### src/rtl/dcache_mem_ctrl_pkg.sv
// Shared definitions for the data-cache memory responder: FSM state encoding
// and the default line geometry, also imported by the data cache itself.
package dcache_mem_ctrl_pkg;

    localparam int DEFAULT_BLOCK_WIDTH = 4;

    typedef enum logic [1:0] {
        IDLE  = 2'd0,
        READ  = 2'd1,
        WRITE = 2'd2,
        DONE  = 2'd3
    } state_t;

endpackage

### src/rtl/dcache_mem_ctrl_if.sv
// Line-miss bus between the data cache and its memory responder, together
// with the byte-wide single-port RAM port the responder drives.
interface dcache_mem_ctrl_if
    import dcache_mem_ctrl_pkg::*;
#(
    parameter int BLOCK_WIDTH = DEFAULT_BLOCK_WIDTH
);
    localparam int BLOCK_SIZE = 2 ** BLOCK_WIDTH;

    logic                      missIn;
    logic [31:BLOCK_WIDTH]     missAddrIn;
    logic                      readWriteIn;
    logic [BLOCK_SIZE*8-1:0]   writeBackIn;
    logic                      memDataValid;
    logic [31:BLOCK_WIDTH]     memAddr;
    logic [BLOCK_SIZE*8-1:0]   memDataOut;
    logic                      acceptWrite;
    logic                      busy;
    logic [31:0]               ramAddr;
    logic                      ramWrite;
    logic [7:0]                ramDataOut;
    logic [7:0]                ramDataIn;

    // The master side plays both the cache and the RAM.
    modport master (
        output missIn, missAddrIn, readWriteIn, writeBackIn, ramDataIn,
        input  memDataValid, memAddr, memDataOut, acceptWrite, busy,
               ramAddr, ramWrite, ramDataOut
    );

    modport slave (
        input  missIn, missAddrIn, readWriteIn, writeBackIn, ramDataIn,
        output memDataValid, memAddr, memDataOut, acceptWrite, busy,
               ramAddr, ramWrite, ramDataOut
    );

endinterface

### src/rtl/dcache_mem_ctrl.sv
// Serialises one cache-line fill or write-back at a time into byte accesses
// on the RAM port, returning the line / acknowledging with a one-cycle pulse.
module dcache_mem_ctrl
    import dcache_mem_ctrl_pkg::*;
#(
    parameter int BLOCK_WIDTH = DEFAULT_BLOCK_WIDTH,
    parameter int BLOCK_SIZE  = 2 ** BLOCK_WIDTH
) (
    input  logic              clkIn,
    input  logic              resetIn,
    dcache_mem_ctrl_if.slave  bus
);
    typedef logic [BLOCK_WIDTH:0] cnt_t;

    state_t                    r_state;
    cnt_t                      r_cnt;
    logic [31:BLOCK_WIDTH]     r_line;
    logic [BLOCK_SIZE*8-1:0]   r_wb;
    logic [BLOCK_SIZE*8-1:0]   r_fill;
    logic [BLOCK_SIZE*8-1:0]   r_mem_data;
    logic [31:BLOCK_WIDTH]     r_mem_addr;
    logic                      r_mem_valid;
    logic                      r_accept;
    logic                      r_busy;
    logic [31:0]               r_ram_addr;
    logic                      r_ram_write;
    logic [7:0]                r_ram_data;

    cnt_t                      w_cnt_next;
    logic                      w_read_last;
    logic                      w_write_last;
    logic [BLOCK_WIDTH-1:0]    w_cap_idx;
    logic [7:0]                w_wr_byte_next;
    logic [BLOCK_SIZE*8-1:0]   w_fill_done;

    assign w_cnt_next     = r_cnt + 1'b1;
    assign w_read_last    = (r_cnt == cnt_t'(BLOCK_SIZE));
    assign w_write_last   = (r_cnt == cnt_t'(BLOCK_SIZE - 1));
    // RAM data lags its address by a cycle, so cnt=k delivers byte k-1 (k=BLOCK_SIZE wraps to the last byte).
    assign w_cap_idx      = r_cnt[BLOCK_WIDTH-1:0] - 1'b1;
    assign w_wr_byte_next = r_wb[{w_cnt_next[BLOCK_WIDTH-1:0], 3'b000} +: 8];

    always_comb begin
        w_fill_done = r_fill;
        w_fill_done[{w_cap_idx, 3'b000} +: 8] = bus.ramDataIn;
    end

    // NOTE: every register here uses non-blocking assignment so all of them update
    // together from the previous cycle's values, whatever order the statements run in.
    always_ff @(posedge clkIn or posedge resetIn) begin
        if (resetIn) begin
            r_state     <= IDLE;
            r_cnt       <= '0;
            r_line      <= '0;
            r_wb        <= '0;
            r_fill      <= '0;
            r_mem_data  <= '0;
            r_mem_addr  <= '0;
            r_mem_valid <= 1'b0;
            r_accept    <= 1'b0;
            r_busy      <= 1'b0;
            r_ram_addr  <= '0;
            r_ram_write <= 1'b0;
            r_ram_data  <= '0;
        end else begin
            r_mem_valid <= 1'b0;
            r_accept    <= 1'b0;
            case (r_state)
                IDLE: begin
                    if (bus.missIn) begin
                        r_line      <= bus.missAddrIn;
                        r_wb        <= bus.writeBackIn;
                        r_cnt       <= '0;
                        r_busy      <= 1'b1;
                        r_ram_addr  <= {bus.missAddrIn, {BLOCK_WIDTH{1'b0}}};
                        r_ram_write <= ~bus.readWriteIn;
                        r_ram_data  <= bus.readWriteIn ? 8'h00 : bus.writeBackIn[7:0];
                        r_state     <= bus.readWriteIn ? READ : WRITE;
                    end
                end
                READ: begin
                    if (r_cnt != '0) begin
                        r_fill <= w_fill_done;
                    end
                    if (w_read_last) begin
                        r_mem_data  <= w_fill_done;
                        r_mem_valid <= 1'b1;
                        r_mem_addr  <= r_line;
                        r_ram_addr  <= '0;
                        r_state     <= DONE;
                    end else begin
                        r_cnt <= w_cnt_next;
                        if (w_cnt_next != cnt_t'(BLOCK_SIZE)) begin
                            r_ram_addr <= {r_line, w_cnt_next[BLOCK_WIDTH-1:0]};
                        end
                    end
                end
                WRITE: begin
                    if (w_write_last) begin
                        r_accept    <= 1'b1;
                        r_mem_addr  <= r_line;
                        r_ram_write <= 1'b0;
                        r_ram_addr  <= '0;
                        r_ram_data  <= '0;
                        r_state     <= DONE;
                    end else begin
                        r_cnt      <= w_cnt_next;
                        r_ram_addr <= {r_line, w_cnt_next[BLOCK_WIDTH-1:0]};
                        r_ram_data <= w_wr_byte_next;
                    end
                end
                DONE: begin
                    // missIn is deliberately not sampled here: the cache is still reacting to the pulse.
                    r_busy  <= 1'b0;
                    r_cnt   <= '0;
                    r_state <= IDLE;
                end
                default: r_state <= IDLE;
            endcase
        end
    end

    assign bus.memDataValid = r_mem_valid;
    assign bus.memAddr      = r_mem_addr;
    assign bus.memDataOut   = r_mem_data;
    assign bus.acceptWrite  = r_accept;
    assign bus.busy         = r_busy;
    assign bus.ramAddr      = r_ram_addr;
    assign bus.ramWrite     = r_ram_write;
    assign bus.ramDataOut   = r_ram_data;

endmodule

### src/flat_wrapper.sv
// flat-port wrapper written by rule: the top's interface ports become plain ports
module dcache_mem_ctrl_flat import dcache_mem_ctrl_pkg::*;
#(
    parameter int BLOCK_WIDTH = DEFAULT_BLOCK_WIDTH,
    parameter int BLOCK_SIZE  = 2 ** BLOCK_WIDTH
)
  (clkIn, resetIn, bus_missIn, bus_missAddrIn, bus_readWriteIn, bus_writeBackIn, bus_ramDataIn, bus_memDataValid, bus_memAddr, bus_memDataOut, bus_acceptWrite, bus_busy, bus_ramAddr, bus_ramWrite, bus_ramDataOut);
  dcache_mem_ctrl_if #(.BLOCK_WIDTH(BLOCK_WIDTH)) bus_i ();
  input  logic clkIn;
  input  logic resetIn;
  input wire logic [$bits(bus_i.missIn)-1:0] bus_missIn;
  input wire logic [$bits(bus_i.missAddrIn)-1:0] bus_missAddrIn;
  input wire logic [$bits(bus_i.readWriteIn)-1:0] bus_readWriteIn;
  input wire logic [$bits(bus_i.writeBackIn)-1:0] bus_writeBackIn;
  input wire logic [$bits(bus_i.ramDataIn)-1:0] bus_ramDataIn;
  output wire logic [$bits(bus_i.memDataValid)-1:0] bus_memDataValid;
  output wire logic [$bits(bus_i.memAddr)-1:0] bus_memAddr;
  output wire logic [$bits(bus_i.memDataOut)-1:0] bus_memDataOut;
  output wire logic [$bits(bus_i.acceptWrite)-1:0] bus_acceptWrite;
  output wire logic [$bits(bus_i.busy)-1:0] bus_busy;
  output wire logic [$bits(bus_i.ramAddr)-1:0] bus_ramAddr;
  output wire logic [$bits(bus_i.ramWrite)-1:0] bus_ramWrite;
  output wire logic [$bits(bus_i.ramDataOut)-1:0] bus_ramDataOut;
  assign bus_i.missIn = bus_missIn;
  assign bus_i.missAddrIn = bus_missAddrIn;
  assign bus_i.readWriteIn = bus_readWriteIn;
  assign bus_i.writeBackIn = bus_writeBackIn;
  assign bus_i.ramDataIn = bus_ramDataIn;
  assign bus_memDataValid = bus_i.memDataValid;
  assign bus_memAddr = bus_i.memAddr;
  assign bus_memDataOut = bus_i.memDataOut;
  assign bus_acceptWrite = bus_i.acceptWrite;
  assign bus_busy = bus_i.busy;
  assign bus_ramAddr = bus_i.ramAddr;
  assign bus_ramWrite = bus_i.ramWrite;
  assign bus_ramDataOut = bus_i.ramDataOut;
  dcache_mem_ctrl #(.BLOCK_WIDTH(BLOCK_WIDTH), .BLOCK_SIZE(BLOCK_SIZE)) u_core (.clkIn(clkIn), .resetIn(resetIn), .bus(bus_i));
endmodule
### config.mk
export PLATFORM = sky130hd
export DESIGN_NAME = dcache_mem_ctrl_flat
export DESIGN_NICKNAME = d
export VERILOG_FILES = /design/src/rtl/dcache_mem_ctrl_pkg.sv /design/src/rtl/dcache_mem_ctrl_if.sv /design/src/rtl/dcache_mem_ctrl.sv /design/src/flat_wrapper.sv
export SDC_FILE = /design/constraint.sdc
export NUM_CORES = 1
export LEC_CHECK = 0
export CAP_MARGIN = 5
export CORE_MARGIN = 3
export CORE_UTILIZATION = 35
export DETAILED_ROUTE_END_ITERATION = 7
export SLEW_MARGIN = 10
export SYNTH_ARGS = -nofsm -noshare
export SYNTH_HDL_FRONTEND = slang
export SYNTH_SLANG_ARGS = --single-unit
### constraint.sdc
create_clock -name clkIn -period 46.3 [get_ports clkIn]
set_clock_uncertainty 0.05 [all_clocks]
set_input_delay 9.26 -clock clkIn [delete_from_list [all_inputs] [get_ports clkIn]]
set_output_delay 9.26 -clock clkIn [all_outputs]
set_load 0.03 [all_outputs]
* Yosys cells after proc, flatten, opt, wreduce, memory -nomap -nowiden *
Index checks and enable logic that the tools add are counted.

storage, ports and cells
  register bits = 491
  input bits = 168
  output and inout bits = 200
  logic and storage cells = 79

cells by class
  $add $sub $neg = 3
  equality and inequality tests = 12
  shifts and indexed selects = 3
  muxes and demuxes = 31
  bitwise gates (word level) = 1
  reductions and logical operators = 16

operator list
  cell                     number
  $bwmux 128               1
  $mux 32                  4
  $shift 8x9->128 const A  1
  $shiftx 128x8->8         1
  $shiftx 8x9->128         1
  $pmux 32 s3              1
  $mux 28                  2
  $pmux 28 s2              1
  $mux 8                   3
  $pmux 5 s4               1
  $pmux 8 s2               1
  $mux 5                   3
  $reduce_and 3->1         5
  $reduce_and 2->1         5
  $neg 7->9                1
  $mux 2                   4
  $pmux 2 s4               1
  $mux 1                   7
  $ne 2x2->1 const B       3
  $reduce_bool 2->1        3
  $add 5x1->5 const B      1
  $eq 5x4->1 const B       1
  $eq 5x5->1 const B       1
  $ne 5x5->1 const B       1
  10 further kinds         13

* Logic depth before layout (Yosys ltp) *
Gate-level depths: netlist (run 1).

  depth in word-level cells = 5
  gate-level depth with buffers = 13
  depth with buffers taken out = 8

* Least setup slack after synthesis (run 1) *
Ideal clock, no wire load.

  path type = input -> register
  start point = input port bus_missIn
  end point = register u_core.r_line[10] (netlist name)
  library setup time = 125 ps
  arrival = 10421 ps
  setup slack = 35705 ps
  stages on the path = 4
  path buffers = 2
  cell sequence = nand2_1 buf_1 clkbuf_1 mux2_2

between the ends
  longest elaborated chain between the ends = 1

RTL lines
  element                            line                   text
  start, declared                    flat_wrapper.sv:11     input wire logic [$bits(bus_i.missIn)-1:0] bus_missIn;
  $reduce_and 2->1 (no source line)  -
  end signal, assigned               dcache_mem_ctrl.sv:71  r_line <= bus.missAddrIn;
  end, declared                      dcache_mem_ctrl.sv:17  logic [31:BLOCK_WIDTH] r_line;

No other way between the ends.
A chain may end at the register's enable or synchronous reset.

==> results of run 1 <==
## area by class of cell
class / instances / area (µm²) / area share, %
Inverter: 13 / 56.3 / 0.202
Clock inverter: 20 / 280 / 1.00
Clock buffer: 73 / 1510 / 5.42
Antenna cell: 2 / 5.00 / 0.0179
Timing Repair Buffer: 395 / 3880 / 13.9
Sequential cell: 491 / 12300 / 44.0
Multi-Input combinational cell: 1153 / 8900 / 31.9
Tap cell: 782 / 978 / 3.51
## sequential cells by signal (all words and copies together), names as in the netlist
| name | cells |
|---|---|
| u_core.bus.acceptWrite | 1 |
| u_core.bus.busy | 1 |
| u_core.bus.memAddr | 28 |
| u_core.bus.memDataOut | 128 |
| u_core.bus.memDataValid | 1 |
| u_core.bus.ramAddr | 32 |
| u_core.bus.ramDataOut | 8 |
| u_core.bus.ramWrite | 1 |
| u_core.r_cnt | 5 |
| u_core.r_fill | 128 |
| u_core.r_line | 28 |
| u_core.r_state | 2 |
| u_core.r_wb | 128 |
## worst paths after layout
check | to | cells past startpoint | slack, ns | from
worst max-delay path | u_core.bus.memDataOut[70]$_DFFE_PP0P_ | 5 | 33.71 | resetIn
worst min-delay path | u_core.bus.memDataOut[96]$_DFFE_PP0P_ | 2 | 0.43 | u_core.r_fill[96]$_DFFE_PP0P_
worst max register to register | u_core.r_fill[62]$_DFFE_PP0P_ | 8 | 42.47 | u_core.r_cnt[1]$_DFFE_PP0P_
worst min register to register | u_core.bus.memDataOut[96]$_DFFE_PP0P_ | 2 | 0.43 | u_core.r_fill[96]$_DFFE_PP0P_
max in group clkIn | u_core.r_line[18]$_DFFE_PP0P_ | 4 | 34.75 | bus_missIn
min in group asynchronous | u_core.r_wb[9]$_DFFE_PP0P_ | 2 | 9.29 | resetIn
## cells in the final DEF (no fill, tap or decap), types with 3 or more instances in the layout
cell type	n
a2111oi_0	5
a21oi_1	50
a22o_1	8
a22oi_1	6
a31oi_1	15
a32oi_1	11
and2_0	3
and2_1	39
and3_1	8
buf_4	28
bufinv_16	5
clkbuf_1	10
clkbuf_16	54
clkbuf_8	9
clkdlybuf4s50_1	367
clkinv_2	9
dfrtp_1	490
ha_1	11
inv_1	10
mux2_2	286
mux2i_1	115
mux4_2	20
nand2_1	232
nand2b_1	3
nand3_1	35
nor2_1	31
nor2_2	4
nor2b_1	34
nor3_1	3
nor3_4	6
o211ai_1	12
o211ai_2	3
o21a_1	3
o21ai_0	142
o21ai_1	3
o22ai_1	6
o31ai_1	19
or3_1	4
## metrics by stage
stage	instance area [µm²]	hold slack [ns]	utilization (%)	power [mW]	instances
after global placement	26100	0.411	42.9	1.41	2834
after floorplan	21700	0.385	-	1.17	1785
after global routing	27900	0.442	45.9	1.96	2928
after CTS	27900	0.432	45.9	1.87	2927
after detailed placement	26100	0.417	42.9	1.43	2834
final	27900	0.426	45.9	1.85	2929
## cells by family (layout without fill, tap and decap cells)
family / Yosys count / in the layout / synth area share [%]
adder cells (fa/ha/maj): 11 / 11 / 0.634
AO/OA/AOI/OAI: 296 / 296 / 8.22
multiplexers: 422 / 422 / 22.3
XOR/XNOR: 8 / 8 / 0.392
AND/OR/NAND/NOR: 416 / 416 / 9.17
other: 0 / 2 / 0
buffers and inverters: 141 / 501 / 2.69
flip-flops: 491 / 491 / 56.6
## layer usage
metal,global-route usage (%),vias up
met5,0,-
met4,5.54,6
met3,4.17,102
met2,30.7,416
met1,25.3,7616
li1,-,6942
## critical path: stages
cell             delay (ns)
clkdlybuf4s50_1        0.50
inv_8                  0.75
buf_4                  0.72
buf_4                  0.83
buf_4                  0.91
## power breakdown
part	internal, mW	switching, mW	leakage [nW]	total (mW)
clock network	0.257	0.178	0.886	0.436
logic	0.322	0.408	5.10	0.731
registers	0.594	0.0899	5.84	0.684
==> results.json, run 1 <==
{
  "status": "finished clean",
  "grt_pass1_vias": 15502,
  "yosysTopAreaCell": "dfrtp_1",
  "wl_met2_um": 29400,
  "cts_buffers": 54,
  "highest_layer": "met5",
  "synth.distinct_cells": 63,
  "yosysMostFrequentCell": "dfrtp_1",
  "drive_above_1_share_pct": 21.0,
  "period_minus_slack_ns": 12.59,
  "syn_area_mm2": 0.0217,
  "p_leak_nw": 11.8,
  "synthTopCellsByArea": "dfrtp_1, mux2_2, mux2i_1",
  "hold_viol": 0,
  "rows": 90,
  "clockRootBuffer": "clkbuf_16",
  "path_class": "input port to asynchronous set/reset pin",
  "endpoint_kind": "asynchronous set/reset pin",
  "setup_slack_ns": 33.71,
  "synthArstFlopShare_pct": 100,
  "htree_levels": 2,
  "slew_violations": 0,
  "gp_congestion": 0.815,
  "maxCapViolCount": 0,
  "cp_max_fo": 147,
  "drt-total-wl_um": 61600,
  "insertion_delay_ns": 0.61,
  "peakVddDrop_mv": 0.0365,
  "syn-mean-instance-area_um2": 12.2,
  "routed_via_density": 5.15,
  "die_y_um": 255,
  "grt_use_total_pct": 18.8,
  "yosys-top-cells-count": "dfrtp_1, mux2_2, nand2_1",
  "arrival_ns": 13.13,
  "path_clk_slew_ns": 0.06,
  "drtIter0Drc": 968,
  "dp_hpwl_um": 43000,
  "yosysSeqAreaShare_pct": 56.6,
  "slew_headroom_pct": 23.3,
  "fin_crit_sh_pct": 27.2,
  "grt_setup_unrepaired": "false",
  "overflow": 0,
  "die_w_um": 255,
  "synth_edf_count": 0,
  "io_buffers": 367,
  "clockBufferDepth": 3,
  "post-cts-setup-buffers": 0,
  "drt-met1-wl_um": 27100,
  "start_kind": "input port",
  "syn_nets": 1964,
  "fmax_mhz": 79.4,
  "cts_tree": "yes",
  "yosysWarnings": 0,
  "worstMarginPinSlew_ns": 1.15,
  "num_vias": 15082,
  "antenna_found_initial": 4,
  "ys_seq_elements": 491,
  "hold_buffers": 0,
  "drc_errors": 0,
  "core_area_mm2": 0.0608,
  "drtAntennaViolNets": 0,
  "initial_core_util_pct": 35.7,
  "synth_flop_cell": "dfrtp_1",
  "synthToLayoutAreaGrowth_pct": 28.6,
  "wl_per_cell_um": 21.0,
  "grt_pass1_wl_um": 94300,
  "hold_path_class": "register to register",
  "crit_required_ns": 46.84,
  "dieArea_mm2": 0.0650,
  "dr.pass1.iters": 5,
  "final_nets": 2287,
  "yosysTopAreaCellShare_pct": 56.6,
  "synth_cells": 1785,
  "grt_max_degree": 148,
  "io_pins": 368,
  "clock-sinks": 491,
  "nFillCells": 5582,
  "fin_setup_tns_ns": 0,
  "cts.repair.resized": 0,
  "power_density_mw_per_mm2": 66.3,
  "setup_viol": 0,
  "dr_wl_met3_um": 3460,
  "post-place-ws_ns": 32.84
}
No activity file was read; power rests on OpenSTA's default activity.
==> inputs of run 2 (changes only) <==
- clock period: 46.3 -> 11.92 ns (I/O delays scaled with it)
==> run 2 against run 1 <==
Against the previous run: sequential share of layout area fell by 0.051 points; utilization rose by 0.054 points; wire length fell by 0.12%; global-route usage fell by 0.094 points; worst hold slack improved by 0.0027 ns; first-iteration DRC count fell by 23%; via count fell by 0.83%; sequential power rose to 3.9 times the previous value; critical path type is now input port to register; largest cell class unchanged.
==> results.json, run 2 (synthesized netlist as in run 1, its figures left out) <==
{
  "cp_max_fo": 90,
  "reg2reg_setup_slack_ns": 8.11,
  "hold_buffers": 0,
  "final_cell_area_mm2": 0.0279,
  "fmax_mhz": 209,
  "peakVddDrop_mv": 0.130,
  "antenna_found_initial": 8,
  "path_class": "input port to register",
  "drc_errors": 0,
  "overflow": 0,
  "rows": 90,
  "whs_path_depth": 2,
  "clockRootBuffer": "clkbuf_16",
  "die_y_um": 255,
  "maxCapViolCount": 0,
  "top_usage_layer": "met2",
  "r2r-start": "u_core.r_cnt[1]$_DFFE_PP0P_",
  "final_nets": 2287,
  "io_pins": 368,
  "grt_use_total_pct": 18.7,
  "reg2reg_depth": 9,
  "htree_levels": 2,
  "initial_core_util_pct": 35.7,
  "grt_pass1_vias": 15660,
  "status": "finished clean",
  "drive_above_1_share_pct": 21.1,
  "global_route.usage.met2_pct": 31.0,
  "arrival_ns": 5.20,
  "grt_setup_unrepaired": "false",
  "met1_usage_pct": 23.7,
  "cts_buffers": 54,
  "grt_pass1_wl_um": 94000,
  "start_kind": "input port",
  "p_leak_nw": 11.8,
  "gp_congestion": 0.783,
  "final_cell_mix": "dfrtp_1, clkdlybuf4s50_1, mux2_2",
  "synthToLayoutAreaGrowth_pct": 28.7,
  "die_w_um": 255,
  "dr.pass1.iters": 4,
  "hold_viol": 0,
  "hold_end": "u_core.bus.memDataOut[101]$_DFFE_PP0P_",
  "clock-sinks": 491,
  "worstMarginPinSlew_ns": 1.15,
  "drt-total-wl_um": 61500,
  "path_clk_slew_ns": 0.06,
  "grt_max_degree": 178,
  "io_buffers": 367,
  "routed_via_density": 5.10,
  "hp-start": "u_core.r_fill[101]$_DFFE_PP0P_",
  "num_vias": 14957,
  "drtAntennaViolNets": 0,
  "final_util_pct": 45.9,
  "fin_setup_tns_ns": 0,
  "place_area_mm2": 0.0261,
  "power_mw": 7.16,
  "wl_per_cell_um": 21.0,
  "insertion_delay_ns": 0.59,
  "clockBufferDepth": 3,
  "setup_viol": 0,
  "dieArea_mm2": 0.0650,
  "endpoint_kind": "register",
  "slew_violations": 0,
  "crit_required_ns": 12.34,
  "layout_commonest_cell": "dfrtp_1",
  "period_minus_slack_ns": 4.78,
  "power_density_mw_per_mm2": 256,
  "dp_hpwl_um": 43000,
  "grt_use_met3_pct": 5.74,
  "cts_tree": "yes",
  "core_area_mm2": 0.0608,
  "setup_slack_ns": 7.14,
  "cts.repair.resized": 0,
  "drtIter0Drc": 748,
  "regToRegEndpoint": "u_core.r_fill[62]$_DFFE_PP0P_",
  "post-cts-setup-buffers": 0,
  "fin_crit_sh_pct": 40.1,
  "post-place-ws_ns": 6.39,
  "slew_headroom_pct": 23.1,
  "hold_path_class": "register to register"
}
run 2: changes by cell type in the layout (fill, tap and decap cells not counted), moves of 2 or more:
cell and change:
buf_4 -2, clkbuf_8 +6, bufinv_16 -2, clkinv_4 -2
clkinvlp_4 +4
run 2: metal layers:
metal / part of all wire [%] / vias up
met4: 2.8 / 4
met2: 48 / 397
li1: - / 6949
met1: 42 / 7509
met5: 0.026 / -
met3: 7.5 / 98
run 2: worst max-delay path by stage:
stage / depth (start not counted) / endpoint / from / slack [ns]
2_1_floorplan: 1 / u_core.bus.acceptWrite$_DFF_PP0_ / resetIn / 2.83
3_3_place_gp: 4 / u_core.bus.memDataOut[56]$_DFFE_PP0P_ / resetIn / 6.46
3_5_place_dp: 4 / u_core.bus.memDataOut[28]$_DFFE_PP0P_ / resetIn / 6.39
4_1_cts: 4 / u_core.bus.memDataOut[123]$_DFFE_PP0P_ / resetIn / 7.03
5_1_grt: 4 / u_core.r_cnt[0]$_DFFE_PP0P_ / resetIn / 6.90
6_report: 5 / u_core.r_line[23]$_DFFE_PP0P_ / bus_missIn / 7.14
run 2: final cells by class:
class	instances	area (µm²)
fill	5602	32900
sequential	491	12300
multi-input combinational	1153	8900
timing repair buffer	395	3920
clock buffer	79	1620
tap	782	978
clock inverter	16	170
inverter	13	52.6
antenna	3	7.51
run 2: critical path: stages:
cell and delay (ns):
clkdlybuf4s50_1 0.48, nand2_4 0.14, buf_4 0.88, buf_4 0.80
mux2_2 0.41
run 2: power breakdown:
part | internal, mW | total (mW) | switching, mW
Combinational | 1.25 | 2.83 | 1.58
Clock | 0.998 | 1.68 | 0.678
Sequential | 2.31 | 2.65 | 0.345
run 2: through the flow:
step / hold WS, ns / cells
final: 0.428 / 2932
after CTS: 0.431 / 2928
after detailed placement: 0.408 / 2833
after global routing: 0.452 / 2931
after global placement: 0.406 / 2833
after floorplan: 0.385 / 1785
